===== src/rtl/fpadd_pkg.sv =====
// Shared constants and types for the pipelined floating-point adder.
package fpadd_pkg;

  localparam int DEF_EXP_W = 8;
  localparam int DEF_MAN_W = 23;
  localparam int DEF_W     = 1 + DEF_EXP_W + DEF_MAN_W;

  localparam int BIAS = (1 << (DEF_EXP_W - 1)) - 1;
  localparam logic [DEF_EXP_W-1:0] EXP_MAX = '1;

  // Canonical quiet NaN: positive, all-ones exponent, top mantissa bit set.
  localparam logic [DEF_W-1:0] QNAN = {1'b0, {DEF_EXP_W{1'b1}}, 1'b1, {(DEF_MAN_W-1){1'b0}}};

  // Bit positions inside the 4-bit flags word.
  localparam int FLG_INV = 3;
  localparam int FLG_OVF = 2;
  localparam int FLG_UNF = 1;
  localparam int FLG_NX  = 0;

  // Unpacked operand at the default widths (sig includes the hidden bit).
  typedef struct packed {
    logic                 sign;
    logic [DEF_EXP_W-1:0] exp;
    logic [DEF_MAN_W:0]   sig;
    logic                 is_zero;
    logic                 is_inf;
    logic                 is_nan;
  } fp_unpacked_t;

endpackage


===== src/rtl/fp_lzc.sv =====
// Combinational leading-zero counter; an all-zero input returns WIDTH.
module fp_lzc
  import fpadd_pkg::*;
#(
  parameter  int WIDTH = 27,
  localparam int CW    = $clog2(WIDTH + 1)
) (
  input  logic [WIDTH-1:0] in_i,
  output logic [CW-1:0]    cnt_o
);

  // Scan upward so the highest set bit is the last one to write the count.
  always_comb begin
    cnt_o = CW'(WIDTH);
    for (int i = 0; i < WIDTH; i++) begin
      if (in_i[i]) cnt_o = CW'(WIDTH - 1 - i);
    end
  end

endmodule


===== src/rtl/fpadd_pipe.sv =====
// Four-stage pipelined FP add/sub with global-stall valid/ready flow control.
// The operand pair presented in cycle k is loaded at the following edge and
// its rounded result is visible after edge k+4.
module fpadd_pipe
  import fpadd_pkg::*;
#(
  parameter  int EXP_W = DEF_EXP_W,
  parameter  int MAN_W = DEF_MAN_W,
  localparam int W     = 1 + EXP_W + MAN_W
) (
  input  logic         clk,
  input  logic         reset_n,
  input  logic         in_valid,
  output logic         in_ready,
  input  logic [W-1:0] op_a,
  input  logic [W-1:0] op_b,
  input  logic         op_sub,
  output logic         out_valid,
  input  logic         out_ready,
  output logic [W-1:0] result,
  output logic [3:0]   flags
);

  localparam int SW = MAN_W + 1;          // significand with hidden bit
  localparam int F  = MAN_W + 4;          // {ovf, 1.man, G, R}
  localparam int X  = F + 1;              // F with sticky appended as LSB
  localparam int LW = $clog2(F + 1);
  localparam int EW = EXP_W + 2;          // exponent working width, MSB = sign
  localparam logic [EXP_W-1:0] EXP_ONES = '1;
  localparam logic [W-1:0] QNAN_W = {1'b0, {EXP_W{1'b1}}, 1'b1, {(MAN_W-1){1'b0}}};

  // Same layout as fp_unpacked_t, sized by this instance's parameters.
  typedef struct packed {
    logic             sign;
    logic [EXP_W-1:0] exp;
    logic [SW-1:0]    sig;
    logic             is_zero;
    logic             is_inf;
    logic             is_nan;
  } unp_t;

  typedef struct packed {
    logic             sign;
    logic             eff_sub;
    logic [EXP_W-1:0] exp;
    logic [SW-1:0]    sig_b;
    logic [SW-1:0]    sig_s;
    logic [EXP_W-1:0] d;
  } s1_t;

  typedef struct packed {
    logic             sign;
    logic             eff_sub;
    logic [EXP_W-1:0] exp;
    logic [X-1:0]     big_f;
    logic [X-1:0]     sml_f;
  } s2_t;

  typedef struct packed {
    logic             sign;
    logic [EXP_W-1:0] exp;
    logic [X-1:0]     sum;
    logic [LW-1:0]    lzc;
  } s3_t;

  // Special-case bypass travelling alongside the arithmetic.
  typedef struct packed {
    logic         spc;
    logic [W-1:0] res;
    logic [3:0]   flg;
  } tag_t;

  function automatic unp_t unpack(input logic [W-1:0] v, input logic flip);
    unp_t u;
    u.sign    = v[W-1] ^ flip;
    u.exp     = v[W-2 -: EXP_W];
    u.is_zero = (u.exp == '0);
    u.is_inf  = (u.exp == EXP_ONES) && (v[MAN_W-1:0] == '0);
    u.is_nan  = (u.exp == EXP_ONES) && (v[MAN_W-1:0] != '0);
    u.sig     = {~u.is_zero, v[MAN_W-1:0]};
    return u;
  endfunction

  logic            advance;
  logic            v1_q, v2_q, v3_q, out_valid_q;
  s1_t             s1_d, s1_q;
  s2_t             s2_d, s2_q;
  s3_t             s3_d, s3_q;
  tag_t            t1_d, t1_q, t2_q, t3_q;
  logic [W-1:0]    result_d, result_q;
  logic [3:0]      flags_d, flags_q;

  unp_t            ua, ub;
  logic            a_ge_b;
  logic [2*F-1:0]  sh;
  logic [X-1:0]    sum3;
  logic [LW-1:0]   lzc3;
  logic [F-1:0]    nrm;
  logic [EW-1:0]   e_n, e_r;
  logic [MAN_W+1:0] mant_r;
  logic [MAN_W-1:0] man_out;
  logic            g, r, st, inc, rc;

  assign advance   = !out_valid_q | out_ready;
  assign in_ready  = advance;
  assign out_valid = out_valid_q;
  assign result    = result_q;
  assign flags     = flags_q;

  // S1: unpack, resolve specials, order by magnitude, exponent difference.
  always_comb begin
    ua     = unpack(op_a, 1'b0);
    ub     = unpack(op_b, op_sub);
    a_ge_b = op_a[W-2:0] >= op_b[W-2:0];
    s1_d.sign    = a_ge_b ? ua.sign : ub.sign;
    s1_d.eff_sub = ua.sign ^ ub.sign;
    s1_d.exp     = a_ge_b ? ua.exp : ub.exp;
    s1_d.sig_b   = a_ge_b ? ua.sig : ub.sig;
    s1_d.sig_s   = a_ge_b ? ub.sig : ua.sig;
    s1_d.d       = a_ge_b ? (ua.exp - ub.exp) : (ub.exp - ua.exp);
    t1_d.spc = 1'b1;
    t1_d.res = '0;
    t1_d.flg = '0;
    if (ua.is_nan || ub.is_nan || (ua.is_inf && ub.is_inf && (ua.sign != ub.sign))) begin
      t1_d.res          = QNAN_W;
      t1_d.flg[FLG_INV] = 1'b1;
    end else if (ua.is_inf) begin
      t1_d.res = {ua.sign, EXP_ONES, {MAN_W{1'b0}}};
    end else if (ub.is_inf) begin
      t1_d.res = {ub.sign, EXP_ONES, {MAN_W{1'b0}}};
    end else if (ua.is_zero && ub.is_zero) begin
      t1_d.res = {ua.sign & ub.sign, {(W-1){1'b0}}};
    end else if (ua.is_zero) begin
      t1_d.res = {ub.sign, op_b[W-2:0]};
    end else if (ub.is_zero) begin
      t1_d.res = op_a;
    end else begin
      t1_d.spc = 1'b0;
    end
  end

  // S2: align the small significand; shifted-out bits collapse into sticky.
  always_comb begin
    s2_d.sign    = s1_q.sign;
    s2_d.eff_sub = s1_q.eff_sub;
    s2_d.exp     = s1_q.exp;
    s2_d.big_f   = {1'b0, s1_q.sig_b, 3'b000};
    sh           = '0;
    if (s1_q.d >= EXP_W'(MAN_W + 3)) begin
      s2_d.sml_f = {{(X-1){1'b0}}, (s1_q.sig_s != '0)};
    end else begin
      sh         = {1'b0, s1_q.sig_s, 2'b00, {F{1'b0}}} >> s1_q.d;
      s2_d.sml_f = {sh[2*F-1:F], |sh[F-1:0]};
    end
  end

  // S3: magnitude add/subtract; sticky takes part so borrows round correctly.
  assign sum3 = s2_q.eff_sub ? (s2_q.big_f - s2_q.sml_f) : (s2_q.big_f + s2_q.sml_f);

  fp_lzc #(.WIDTH(F)) u_lzc (
    .in_i  (sum3[X-2:0]),
    .cnt_o (lzc3)
  );

  // S3 register inputs.
  always_comb begin
    s3_d.sign = s2_q.sign;
    s3_d.exp  = s2_q.exp;
    s3_d.sum  = sum3;
    s3_d.lzc  = lzc3;
  end

  // S4: normalise, round to nearest even, detect range errors, pack.
  always_comb begin
    if (s3_q.sum[X-1]) begin
      nrm = {s3_q.sum[X-1:2], s3_q.sum[1] | s3_q.sum[0]};
      e_n = EW'(s3_q.exp) + EW'(1);
    end else begin
      nrm = s3_q.sum[X-2:0] << s3_q.lzc;
      e_n = EW'(s3_q.exp) - EW'(s3_q.lzc);
    end
    g       = nrm[2];
    r       = nrm[1];
    st      = nrm[0];
    inc     = g & (r | st | nrm[3]);
    mant_r  = {1'b0, nrm[F-1:3]} + (MAN_W+2)'(inc);
    rc      = mant_r[MAN_W+1];
    e_r     = e_n + EW'(rc);
    man_out = rc ? mant_r[MAN_W:1] : mant_r[MAN_W-1:0];
    result_d = '0;
    flags_d  = '0;
    if (t3_q.spc) begin
      result_d = t3_q.res;
      flags_d  = t3_q.flg;
    end else if (s3_q.sum == '0) begin
      result_d = '0;
    end else if (e_n[EW-1] || (e_n == '0)) begin
      result_d         = {s3_q.sign, {(W-1){1'b0}}};
      flags_d[FLG_UNF] = 1'b1;
      flags_d[FLG_NX]  = 1'b1;
    end else if (e_r >= EW'(EXP_ONES)) begin
      result_d         = {s3_q.sign, EXP_ONES, {MAN_W{1'b0}}};
      flags_d[FLG_OVF] = 1'b1;
      flags_d[FLG_NX]  = 1'b1;
    end else begin
      result_d        = {s3_q.sign, e_r[EXP_W-1:0], man_out};
      flags_d[FLG_NX] = g | r | st;
    end
  end

  // Stage registers: everything moves together only when the pipe advances.
  always_ff @(posedge clk or negedge reset_n) begin
    if (!reset_n) begin
      v1_q        <= 1'b0;
      v2_q        <= 1'b0;
      v3_q        <= 1'b0;
      out_valid_q <= 1'b0;
      s1_q        <= '0;
      s2_q        <= '0;
      s3_q        <= '0;
      t1_q        <= '0;
      t2_q        <= '0;
      t3_q        <= '0;
      result_q    <= '0;
      flags_q     <= '0;
    end else if (advance) begin
      v1_q        <= in_valid;
      v2_q        <= v1_q;
      v3_q        <= v2_q;
      out_valid_q <= v3_q;
      s1_q        <= s1_d;
      s2_q        <= s2_d;
      s3_q        <= s3_d;
      t1_q        <= t1_d;
      t2_q        <= t1_q;
      t3_q        <= t2_q;
      result_q    <= result_d;
      flags_q     <= flags_d;
    end
  end

endmodule


===== config.mk =====
export PLATFORM = sky130hd
export DESIGN_NAME = fpadd_pipe
export DESIGN_NICKNAME = d
export VERILOG_FILES = /design/src/rtl/fpadd_pkg.sv /design/src/rtl/fp_lzc.sv /design/src/rtl/fpadd_pipe.sv
export SDC_FILE = /design/constraint.sdc
export NUM_CORES = 1
export LEC_CHECK = 0
export BUFFER_PORTS_ARGS = -buffer_cell sky130_fd_sc_hd__clkbuf_2
export CORE_MARGIN = 3
export CORE_UTILIZATION = 50
export CTS_BUF_LIST = sky130_fd_sc_hd__clkbuf_8
export DETAILED_ROUTE_END_ITERATION = 10
export GPL_TIMING_DRIVEN = 0
export HOLD_SLACK_MARGIN = 0.06
export PLACE_DENSITY = 0.68
export RECOVER_POWER = 100
export SYNTH_ARGS = -nofsm -noshare
export SYNTH_HDL_FRONTEND = slang
export SYNTH_SLANG_ARGS = --single-unit

===== constraint.sdc =====
create_clock -name clk -period 8.74 [get_ports clk]
set_input_delay 1.748 -clock clk [delete_from_list [all_inputs] [get_ports clk]]
set_output_delay 1.748 -clock clk [all_outputs]
set_load 0.1 [all_outputs]

**Word level (Yosys, flattened, before mapping)**

Index checks and enable logic that the tools add are counted.
W data, S select, Z words.

- Bits in registers: 312
- Latch bits: 0
- Bits in writable memories: 0
- ROM bits: 0
- Input bits: 69
- Output and inout bits: 38
- Logic and storage cells: 141
- Memories kept: 0

- Add/sub/neg operators: 8
- Multiply operators: 0
- Divide/modulo/power cells: 0
- Magnitude comparators: 3
- Equal/unequal tests: 3
- Shifts and indexed selects: 2
- Multiplexer cells: 62
- Bitwise operators: 12
- Reductions and logical operators: 21

Operators with widths:

| cell | number |
|---|---|
| $mux W32 | 8 |
| $mux W5 | 16 |
| $mux W31 | 2 |
| $mux W28 | 2 |
| $shr A53 B8 Y54 | 1 |
| $mux W24 | 2 |
| $logic_not A23 Y1 | 2 |
| $reduce_bool A23 Y1 | 2 |
| $mux W4 | 8 |
| $ge A31 B31 Y1 | 1 |
| $add A27 B28 Y28 | 1 |
| $logic_not A28 Y1 | 1 |
| $sub A27 B28 Y28 | 1 |
| $mux W27 | 1 |
| $reduce_or A27 Y1 | 1 |
| $shl A27 B5 Y27 | 1 |
| $add A24 B1 Y25 | 1 |
| $reduce_bool A24 Y1 | 1 |
| $mux W23 | 1 |
| $eq A8 B8 Y1 const B | 2 |
| $logic_not A8 Y1 | 2 |
| $mux W8 | 2 |
| $sub A8 B8 Y8 | 2 |
| $mux W1 | 15 |
| other kinds (17) | 35 |

**Logic depth before layout (Yosys ltp)**

Gate-level depths: netlist of run 1.

- Depth in word-level cells: 29
- Depth in mapped cells: 25
- Depth with buffers taken out: 20

**Hierarchy**

From an unflattened synthesis of run 1, not the netlist that was laid out.

- Cell total of the unflattened synthesis: 2,618
- Area, all modules: 21,491.9 um^2

Modules (own cells, without submodules):

| module | times used | cells an instance | area each (um^2) |
|---|---|---|---|
| fpadd_pipe | 1 | 2,567 | 21,214.1 |
| fp_lzc | 1 | 51 | 277.8 |

**Least setup slack after synthesis of run 1**

OpenSTA, ideal clock, no wires.

- Kind: input port to output port
- From: in out_ready
- To: out in_ready
- Arrival: 3.538 ns
- Required time: 6.992 ns
- Slack: 3.454 ns
- Stages: 6
- Path through: nor2b_1 > clkbuf_1 > clkbuf_1 > inv_2 > clkbuf_1 > clkbuf_1

- Longest elaborated chain between the ends: 1

RTL lines:

| element | RTL line | text |
|---|---|---|
| start, declared | fpadd_pipe.sv:19 | `input logic out_ready,` |
| $or A1 B1 Y1 | fpadd_pipe.sv:104 | `assign advance = !out_valid_q \| out_ready;` |
| end, declared | fpadd_pipe.sv:14 | `output logic in_ready,` |

No other way between the ends.

**Final worst setup path of run 1**

- From: reg s3_q[0] in the netlist's numbering
- To: reg result_q[8], in the netlist result[8]

- Longest elaborated chain between the ends: 12
- Elaborated cells on any way between the ends: 17

RTL lines:

| element | RTL line | text |
|---|---|---|
| start, declared | fpadd_pipe.sv:88 | `s3_t s3_d, s3_q;` |
| start signal, assigned | fpadd_pipe.sv:220 | `s3_q <= '0;` |
| start signal, assigned | fpadd_pipe.sv:233 | `s3_q <= s3_d;` |
| $shl A27 B5 Y27 | fpadd_pipe.sv:179 | `nrm = s3_q.sum[X-2:0] << s3_q.lzc;` |
| $mux W27 | fpadd_pipe.sv:175 | `if (s3_q.sum[X-1]) begin` |
| $or A1 B1 Y1 (2 in series) | fpadd_pipe.sv:185 | `inc = g & (r \| st \| nrm[3]);` |
| $and A1 B1 Y1 | fpadd_pipe.sv:185 |  |
| $add A24 B1 Y25 | fpadd_pipe.sv:186 | `mant_r = {1'b0, nrm[F-1:3]} + (MAN_W+2)'(inc);` |
| $add A10 B1 Y10 | fpadd_pipe.sv:188 | `e_r = e_n + EW'(rc);` |
| $ge A10 B8 Y1 | fpadd_pipe.sv:201 | `end else if (e_r >= EW'(EXP_ONES)) begin` |
| $mux W31 | fpadd_pipe.sv:201 |  |
| $mux W31 (*) | fpadd_pipe.sv:197 | `end else if (e_n[EW-1] \|\| (e_n == '0)) begin` |
| $mux W32 (*) | fpadd_pipe.sv:195 | `end else if (s3_q.sum == '0) begin` |
| $mux W32 (*) | fpadd_pipe.sv:192 | `if (t3_q.spc) begin` |
| end signal, assigned | fpadd_pipe.sv:237 | `result_q <= result_d;` |
| end, declared | fpadd_pipe.sv:90 | `logic [W-1:0] result_d, result_q;` |

Mark *: on every way between the ends. The rest lies on a longest branch, timed or not.
A chain may end at the register's enable or synchronous reset.

==> results of run 1 <==
-- state kept, by name, summed over array words and instances (netlist names) --
| name | flops |
|---|---|
| s1_q | 66 |
| s2_q | 61 |
| s3_q | 42 |
| t1_q | 34 |
| t2_q | 34 |
| t3_q | 34 |
| result | 32 |
| flags | 4 |
| out_valid | 1 |
| v1_q | 1 |
| v2_q | 1 |
| v3_q | 1 |
-- worst max-delay path by stage --
stage / start / endpoint / slack [ns]
2_1_floorplan: out_ready / in_ready / 3.45
3_3_place_gp: reset_n / t2_q[12] / -0.59
3_5_place_dp: out_ready / in_ready / 2.46
4_1_cts: out_ready / in_ready / 2.45
5_1_grt: s3_q[0] / result[8] / 1.06
6_report: s3_q[0] / result[8] / 1.73
-- cell type report --
type                            instances  area (sq um)  share of cell area (%)
Antenna cell                            2          5.00                  0.0214
Inverter                              117           439                    1.88
Clock inverter                         29           233                   0.994
Sequential cell                       311          7780                    33.3
Buffer                                155           661                    2.82
Tap cell                              532           666                    2.84
Clock buffer                           72           991                    4.23
Timing Repair Buffer                  109           541                    2.31
Multi-Input combinational cell       1959         12100                    51.6
-- metal layers --
| layer | up-vias | GRT usage, % | wire length (microns) |
|---|---|---|---|
| li1 | 9293 | - | - |
| met1 | 9813 | 47.6 | 32000 |
| met2 | 951 | 50.4 | 32000 |
| met3 | 170 | 5.29 | 6120 |
| met4 | 0 | 13.1 | 3250 |
| met5 | - | 0 | 0 |
-- power by group through the flow --
| stage | clock (W) | sequential (W) | combinational (W) |
|---|---|---|---|
| after floorplan | 0 | 0.00278 | 0.00345 |
| after global placement | 0 | 0.00234 | 0.00542 |
| after detailed placement | 0 | 0.00235 | 0.00548 |
| after CTS | 0.00148 | 0.00233 | 0.00551 |
| after global routing | 0.00156 | 0.00239 | 0.00597 |
| final | 0.00146 | 0.00234 | 0.00553 |
-- through the flow --
stage                     utilization (%)  instance area (sq um)
after global placement               54.1                  22300
after global routing                 56.8                  23400
after detailed placement             54.3                  22400
after CTS                            57.3                  23600
after floorplan                         -                  21100
final                                56.8                  23400
-- cell usage after synthesis (12+ instances only) --
master / number
sky130_fd_sc_hd__inv_1: 111
sky130_fd_sc_hd__a31oi_1: 14
sky130_fd_sc_hd__o31ai_1: 18
sky130_fd_sc_hd__mux4_2: 31
sky130_fd_sc_hd__o22ai_1: 22
sky130_fd_sc_hd__mux2_2: 17
sky130_fd_sc_hd__nand3_1: 23
sky130_fd_sc_hd__mux2i_1: 84
sky130_fd_sc_hd__nor4_1: 36
sky130_fd_sc_hd__xor2_1: 21
sky130_fd_sc_hd__dfrtp_1: 311
sky130_fd_sc_hd__o21ai_0: 185
sky130_fd_sc_hd__a21o_1: 28
sky130_fd_sc_hd__buf_1: 14
sky130_fd_sc_hd__xnor2_1: 43
sky130_fd_sc_hd__clkbuf_1: 121
sky130_fd_sc_hd__nand4_1: 24
sky130_fd_sc_hd__nor2b_1: 29
sky130_fd_sc_hd__ha_1: 97
sky130_fd_sc_hd__a22oi_1: 42
sky130_fd_sc_hd__a221oi_2: 13
sky130_fd_sc_hd__a21oi_1: 193
sky130_fd_sc_hd__nand2_1: 566
sky130_fd_sc_hd__o211ai_1: 15
sky130_fd_sc_hd__nor2_1: 207
sky130_fd_sc_hd__buf_2: 12
sky130_fd_sc_hd__a211oi_1: 16
sky130_fd_sc_hd__nor3_1: 41
sky130_fd_sc_hd__o21a_1: 12
-- kinds of logic after synthesis --
group,Yosys count
AOI/OAI and AO/OA,647
adders and majority gates,101
muxes,134
buffers and inverters,272
xor gates and xnor gates,64
and+or+nand+nor,1013
DFF,311
-- tightest hold or removal path, cell delays in order, from the launching register on --
cell                      delay, ns
sky130_fd_sc_hd__dfrtp_1       0.34
sky130_fd_sc_hd__nand2_1       0.05
sky130_fd_sc_hd__nand2_1       0.05
==> Implementation_results.wiki, run 1 <==
{| class="wikitable"
! Metric !! Value
|-
| Hold-critical path endpoint || s2_q[60]
|-
| Critical path capture point type || flop
|-
| Vias/cell || 6.16
|-
| Setup repair bufs after CTS || 0
|-
| Simple-gate area share of the yosys netlist || 21.1%
|-
| Total nets after synthesis || 2712
|-
| Via count of the first global-routing pass || 19900
|-
| Filler instances || 3920
|-
| Antenna violations before repair || 2
|-
| Hpwl dp || 57400 microns
|-
| R2r worst-path depth || 25
|-
| Instance count on the critical path || 25
|-
| Number of hold buffers added after CTS || 0
|-
| Synth area leaders || sky130_fd_sc_hd__dfrtp_1 37%, sky130_fd_sc_hd__nand2_1 10%, sky130_fd_sc_hd__ha_1 5.8%, sky130_fd_sc_hd__a21oi_1 4.6%, sky130_fd_sc_hd__o21ai_0 4.4%
|-
| Violated checks || capacitance limit, slew limit
|-
| Combinational group share of total power || 59.3%
|-
| Total congestion overflow || 0
|-
| Part of the total power dissipated in the clock network || 15.6%
|-
| Die width || 211 microns
|-
| Routed wire length || 73400 microns
|-
| Resized Gates After CTS || 0
|-
| Clock Path Buffers || 3
|-
| Crit path required time || 9.25 ns
|-
| WL per Instance || 22.3 microns
|-
| Total GRT Usage || 33.1%
|-
| Adder-cell area share of the yosys netlist || 6.14%
|-
| Synthesized cell area || 0.0211 sq mm
|-
| IO Port Bufs || 106
|-
| Pin count of the biggest net entering global routing || 93
|-
| Number of cells on the worst hold path || 2
|-
| Total power || 0.00933 W
|-
| Post-Synth XOR/XNOR Area || 2.66%
|-
| Most common cell after layout, fill and taps aside || sky130_fd_sc_hd__nand2_1
|-
| Launch instance of the worst min-delay path || s1_q[60]
|-
| Arrival time of data at the critical path endpoint || 7.51 ns
|-
| Crit path largest cell delay || 0.69 ns
|-
| Non-filler cells in the finished layout || 3286
|-
| RSZ-0062 raised after global routing || false
|-
| Worst hold path type || reg2reg
|-
| Placer congestion estimate || 1.01
|-
| Max Slew Vio Count || 132
|-
| Post-layout nets || 2878
|-
| Flop and latch count out of synthesis || 311
|-
| Endpoint of the lowest-slack register-to-register path || result[8]
|-
| Post-DRT Antenna Nets || 0
|-
| Height of the die || 211 microns
|-
| Iter 0 DRT Violations || 2142
|-
| Leading area contributor after synthesis || sky130_fd_sc_hd__dfrtp_1
|-
| CP bufs+invs || 6
|-
| Share of the yosys chip area belonging to registers || 36.9%
|-
| Synth unique cells || 92
|-
| Fraction of synthesized cell area taken by the top area cell type || 36.9%
|-
| Largest delay contributor family on the critical path || simple AND/OR/NAND/NOR gates
|-
| Pre-Repair DR Iteration Count || 6
|-
| Maximum fanout encountered on the critical timing path || 10
|-
| Remaining routing DRC violations || 0
|-
| Cell with the largest stage delay on the worst path || sky130_fd_sc_hd__nor4_1
|-
| Crit Path Category || reg2reg
|-
| Clock-pin slew of the registers on the worst-case setup and hold paths || 0.06 ns
|-
| Number of flops mapped to enable cells by yosys || 0
|-
| Max cap viols || 2
|-
| Core box area || 0.0412 sq mm
|-
| Initial standard-cell utilization of the core || 51.2%
|-
| Commonest non-fill, non-tap cells in the layout || 566 x sky130_fd_sc_hd__nand2_1, 311 x sky130_fd_sc_hd__dfrtp_1, 207 x sky130_fd_sc_hd__nor2_1
|-
| Finish-stage setup viols || 0
|-
| Sinks on the clock net || 311
|-
| Top achievable clock speed || 143 MHz
|-
| Area growth syn-to-layout || 11.0%
|-
| Primary flip-flop cell chosen by synthesis mapping || sky130_fd_sc_hd__dfrtp_1
|-
| NetSw || 0.00487 W
|-
| Count of warnings emitted by yosys || 0
|-
| Worst reg2reg path startpoint || s3_q[0]
|-
| Internal power component || 0.00447 W
|-
| Crit path time final || 7.01 ns
|-
| Gate count of the mapped netlist || 2542
|-
| Mean instance size in the synthesized netlist || 8.30 sq um
|-
| Cell at the root of the clock tree || sky130_fd_sc_hd__clkbuf_8
|-
| Fraction of power spent switching nets || 52.2%
|-
| Global-route wire length before repair || 114000 microns
|-
| Highest ir drop seen on vdd || 0.292 mV
|-
| Count of placed standard cells including taps || 3183
|-
| Main combinational cell family by area after synthesis || simple AND/OR/NAND/NOR gates
|-
| Worst clock skew || 0.0542 ns
|-
| CTS tree || built
|-
| Hold Violations, Final || 0
|-
| Count of H-tree levels built during CTS || 2
|-
| Max transition margin || -76.9%
|-
| Area of the die || 0.0447 sq mm
|-
| Reg2reg setup slack || 1.73 ns
|-
| Clock network latency to the later pin of the worst-skew pair || 0.68 ns
|-
| Worst hold slack || 0.450 ns
|-
| Number of buffers created by CTS || 55
|-
| Setup total negative slack || 0 ns
|-
| Number of primary I/O pins || 107
|-
| Power density over the cells || 399 mW/mm^2
|-
| Sequential fraction of design power || 25.1%
|-
| Async S/R FF share, synth || 100%
|-
| Row Count || 74
|-
| Library cell appearing most often on the critical path || sky130_fd_sc_hd__ha_1
|-
| Worst-case setup margin in the final layout || 1.73 ns
|-
| Kind of start point of the critical path || flop
|-
| Share of the synthesized area in compound gates (AO/OA/AOI/OAI) || 19.5%
|-
| DR vias || 20200
|-
| Run status || finished with violations
|-
| Proportion of synthesized area in mux cells || 8.46%
|-
| Share of the clock period used by the worst path || 80.2%
|-
| Worst-Margin Slew || 2.65 ns
|-
| Layout cells sized above 1 || 9.19%
|-
| Static leakage || 10.7 nW
|-
| Worst setup slack after placement || 2.46 ns
|}
(Power assumes the default switching activity.)
==> run 2, diff against run 1 <==
- PLACE_DENSITY: 0.68 -> 0.71
- clock period: 8.74 -> 6.4 ns (I/O delays scaled with it)
==> run 2 against run 1 <==
  * The run still ends with capacitance limit, slew limit left
  * Sequential share of layout area grew 0.27 points
  * Utilization shrank 0.46 points
  * Clock skew shrank 0.00062 ns
  * Final area shrank 0.81%
  * Power grew 34%
  * Global-route usage is essentially flat
  * Critical path type unchanged
  * Non-clock buffer count shrank 1
  * Die area is the same
  * Count of clock-buffer cells in the layout shrank 13
  * Sequential power grew 39%
  * Sequential cell count is the same
  * First-iteration DRC count shrank 18%
==> Implementation_results.wiki, run 2 (same netlist as run 1, synthesis figures left out) <==
{| class="wikitable"
! Metric !! Value
|-
| Internal power component || 0.00593 W
|-
| Count of H-tree levels built during CTS || 2
|-
| Finish-stage setup viols || 0
|-
| Endpoint of the lowest-slack register-to-register path || result[6]
|-
| Max Slew Vio Count || 91
|-
| Iter 0 DRT Violations || 1759
|-
| Worst reg2reg path startpoint || s3_q[0]
|-
| Hold Violations, Final || 0
|-
| IO Port Bufs || 106
|-
| Post-layout nets || 2873
|-
| Max cap viols || 1
|-
| Height of the die || 211 microns
|-
| Arrival time of data at the critical path endpoint || 6.48 ns
|-
| Number of buffers created by CTS || 51
|-
| Clock Path Buffers || 3
|-
| Area growth syn-to-layout || 10.1%
|-
| Power density over the cells || 540 mW/mm^2
|-
| Worst clock skew || 0.0536 ns
|-
| Routed wire length || 74500 microns
|-
| Die width || 211 microns
|-
| Critical path capture point type || flop
|-
| Antenna violations before repair || 1
|-
| Placed cell area || 0.0223 sq mm
|-
| Kind of start point of the critical path || flop
|-
| Setup repair bufs after CTS || 0
|-
| Number of primary I/O pins || 107
|-
| RSZ-0062 raised after global routing || false
|-
| Max transition margin || -231%
|-
| Cell at the root of the clock tree || sky130_fd_sc_hd__clkbuf_8
|-
| Maximum fanout encountered on the critical timing path || 10
|-
| Worst-Margin Slew || 4.97 ns
|-
| Share of the clock period used by the worst path || 93.4%
|-
| Register with the most flip-flops || s1_q
|-
| Pre-Repair DR Iteration Count || 6
|-
| Worst hold path type || reg2reg
|-
| Core box area || 0.0412 sq mm
|-
| Setup total negative slack || 0 ns
|-
| Combinational group share of total power || 60.2%
|-
| Layout Cell Area excl Fill || 0.0232 sq mm
|-
| DR vias || 20300
|-
| Sinks on the clock net || 311
|-
| Row Count || 74
|-
| Pin count of the biggest net entering global routing || 122
|-
| Vias/cell || 6.22
|-
| Clock-pin slew of the registers on the worst-case setup and hold paths || 0.06 ns
|-
| Remaining routing DRC violations || 0
|-
| Worst-case setup margin in the final layout || 0.421 ns
|-
| Fraction of power spent switching nets || 52.7%
|-
| Launch instance of the worst min-delay path || s1_q[50]
|-
| Top achievable clock speed || 167 MHz
|-
| Run status || finished with violations
|-
| Area of the die || 0.0447 sq mm
|-
| R2r worst-path depth || 25
|-
| Violated checks || capacitance limit, slew limit
|-
| Crit path required time || 6.90 ns
|-
| Layout cells sized above 1 || 8.70%
|-
| Timing endpoint of the critical path || result[6]
|-
| Sequential fraction of design power || 25.9%
|-
| Placer congestion estimate || 1.02
|-
| Initial standard-cell utilization of the core || 51.2%
|-
| Via count of the first global-routing pass || 19300
|-
| Clock network latency to the later pin of the worst-skew pair || 0.65 ns
|-
| Static leakage || 10.6 nW
|-
| Post-DRT Antenna Nets || 0
|-
| Highest ir drop seen on vdd || 0.497 mV
|-
| Crit Path Category || reg2reg
|-
| Origin of the worst setup path || s3_q[0]
|-
| Hpwl dp || 57800 microns
|-
| CTS tree || built
|-
| NetSw || 0.00661 W
|-
| WL per Instance || 22.8 microns
|-
| Global-route wire length before repair || 114000 microns
|-
| Reg2reg setup slack || 0.42 ns
|-
| Crit path time final || 5.98 ns
|-
| Biggest regs || s1_q x66, s2_q x61, s3_q x42
|-
| Commonest non-fill, non-tap cells in the layout || 566 x sky130_fd_sc_hd__nand2_1, 311 x sky130_fd_sc_hd__dfrtp_1, 207 x sky130_fd_sc_hd__nor2_1
|-
| Total GRT Usage || 33.1%
|-
| Worst setup slack after placement || 0.360 ns
|-
| Total congestion overflow || 0
|-
| Part of the total power dissipated in the clock network || 13.9%
|-
| Number of flip-flops under the largest register name || 66
|-
| Most common cell after layout, fill and taps aside || sky130_fd_sc_hd__nand2_1
|}
## run 2: changes by cell type in the layout (fill, tap and decap cells not counted), moves of 2 or more
cell                       before  now
sky130_fd_sc_hd__buf_1          9   13
sky130_fd_sc_hd__buf_2         12   10
sky130_fd_sc_hd__buf_6          4    6
sky130_fd_sc_hd__clkbuf_1     167  164
sky130_fd_sc_hd__clkbuf_8      72   59
sky130_fd_sc_hd__clkinv_2      12    4
sky130_fd_sc_hd__inv_1        124  128
## run 2: worst min-delay path by stage
stage	to	slack, ns	depth (start not counted)
after CTS	s2_q[49]	0.43	2
after global routing	s2_q[46]	0.47	2
after global placement	v3_q	0.45	2
final	s2_q[49]	0.43	2
after floorplan	v3_q	0.43	2
after detailed placement	v3_q	0.45	2
## run 2: layout make-up
cell class	instances	area [sq um]
antenna	1	2.50
buffer	155	667
clock buffer	59	812
clock inverter	26	184
fill	3895	18000
inverter	117	439
multi-input combinational	1959	12100
sequential	311	7780
tap	532	666
timing repair buffer	108	518
## run 2: metrics by stage
stage / utilization [%] / hold WS [ns] / cells / total power, W
finish: 56.3 / 0.435 / 3268 / 0.0125
detailed placement: 54.2 / 0.452 / 3182 / 0.0107
global placement: 54.1 / 0.449 / 3180 / 0.0106
floorplan: - / 0.430 / 2542 / 0.00851
CTS: 56.7 / 0.431 / 3267 / 0.0125
global route: 56.3 / 0.473 / 3268 / 0.0133
## run 2: what timing repair did
action	in CTS	in global routing
hold endpoints to repair	0	0
resized for setup	0	3
hold buffers	0	0
setup endpoints to repair	0	20
## run 2: power by group through the flow
stage	combinational [W]	sequential [W]	clock [W]
after global routing	0.00815	0.00331	0.00185
final	0.00755	0.00325	0.00174
after global placement	0.00739	0.00323	0
after detailed placement	0.00745	0.00325	0
after CTS	0.00749	0.00322	0.00177
after floorplan	0.00472	0.00379	0
## run 2: metal layers
metal	track usage, %	share of wire (%)	wire length [microns]	up-vias
met2	51.0	44	33100	976
met5	0	0	0	-
li1	-	-	-	9284
met4	12.9	4.3	3200	0
met1	46.9	43	31900	9895
met3	5.84	8.5	6330	183
## run 2: critical path, cell delays in order, from the launching register on
cell                        delay [ns]
sky130_fd_sc_hd__dfrtp_1          0.42
sky130_fd_sc_hd__buf_6            0.21
sky130_fd_sc_hd__buf_8            0.18
sky130_fd_sc_hd__buf_8            0.16
sky130_fd_sc_hd__nand3b_1         0.11
sky130_fd_sc_hd__o21a_1           0.22
sky130_fd_sc_hd__o41ai_4          0.41
sky130_fd_sc_hd__ha_1             0.25
sky130_fd_sc_hd__nand3b_1         0.19
sky130_fd_sc_hd__nor4_4           0.30
sky130_fd_sc_hd__and4b_2          0.35
sky130_fd_sc_hd__nand3_2          0.17
sky130_fd_sc_hd__inv_2            0.19
sky130_fd_sc_hd__ha_1             0.20
sky130_fd_sc_hd__ha_1             0.21
sky130_fd_sc_hd__nand2_1          0.11
sky130_fd_sc_hd__nor3_1           0.16
sky130_fd_sc_hd__a221oi_1         0.14
sky130_fd_sc_hd__or4_1            0.58
sky130_fd_sc_hd__a2111oi_2        0.35
sky130_fd_sc_hd__nor2b_1          0.10
sky130_fd_sc_hd__buf_6            0.15
sky130_fd_sc_hd__and3b_1          0.17
sky130_fd_sc_hd__buf_6            0.13
sky130_fd_sc_hd__o21ai_0          0.22
sky130_fd_sc_hd__a21oi_1          0.14
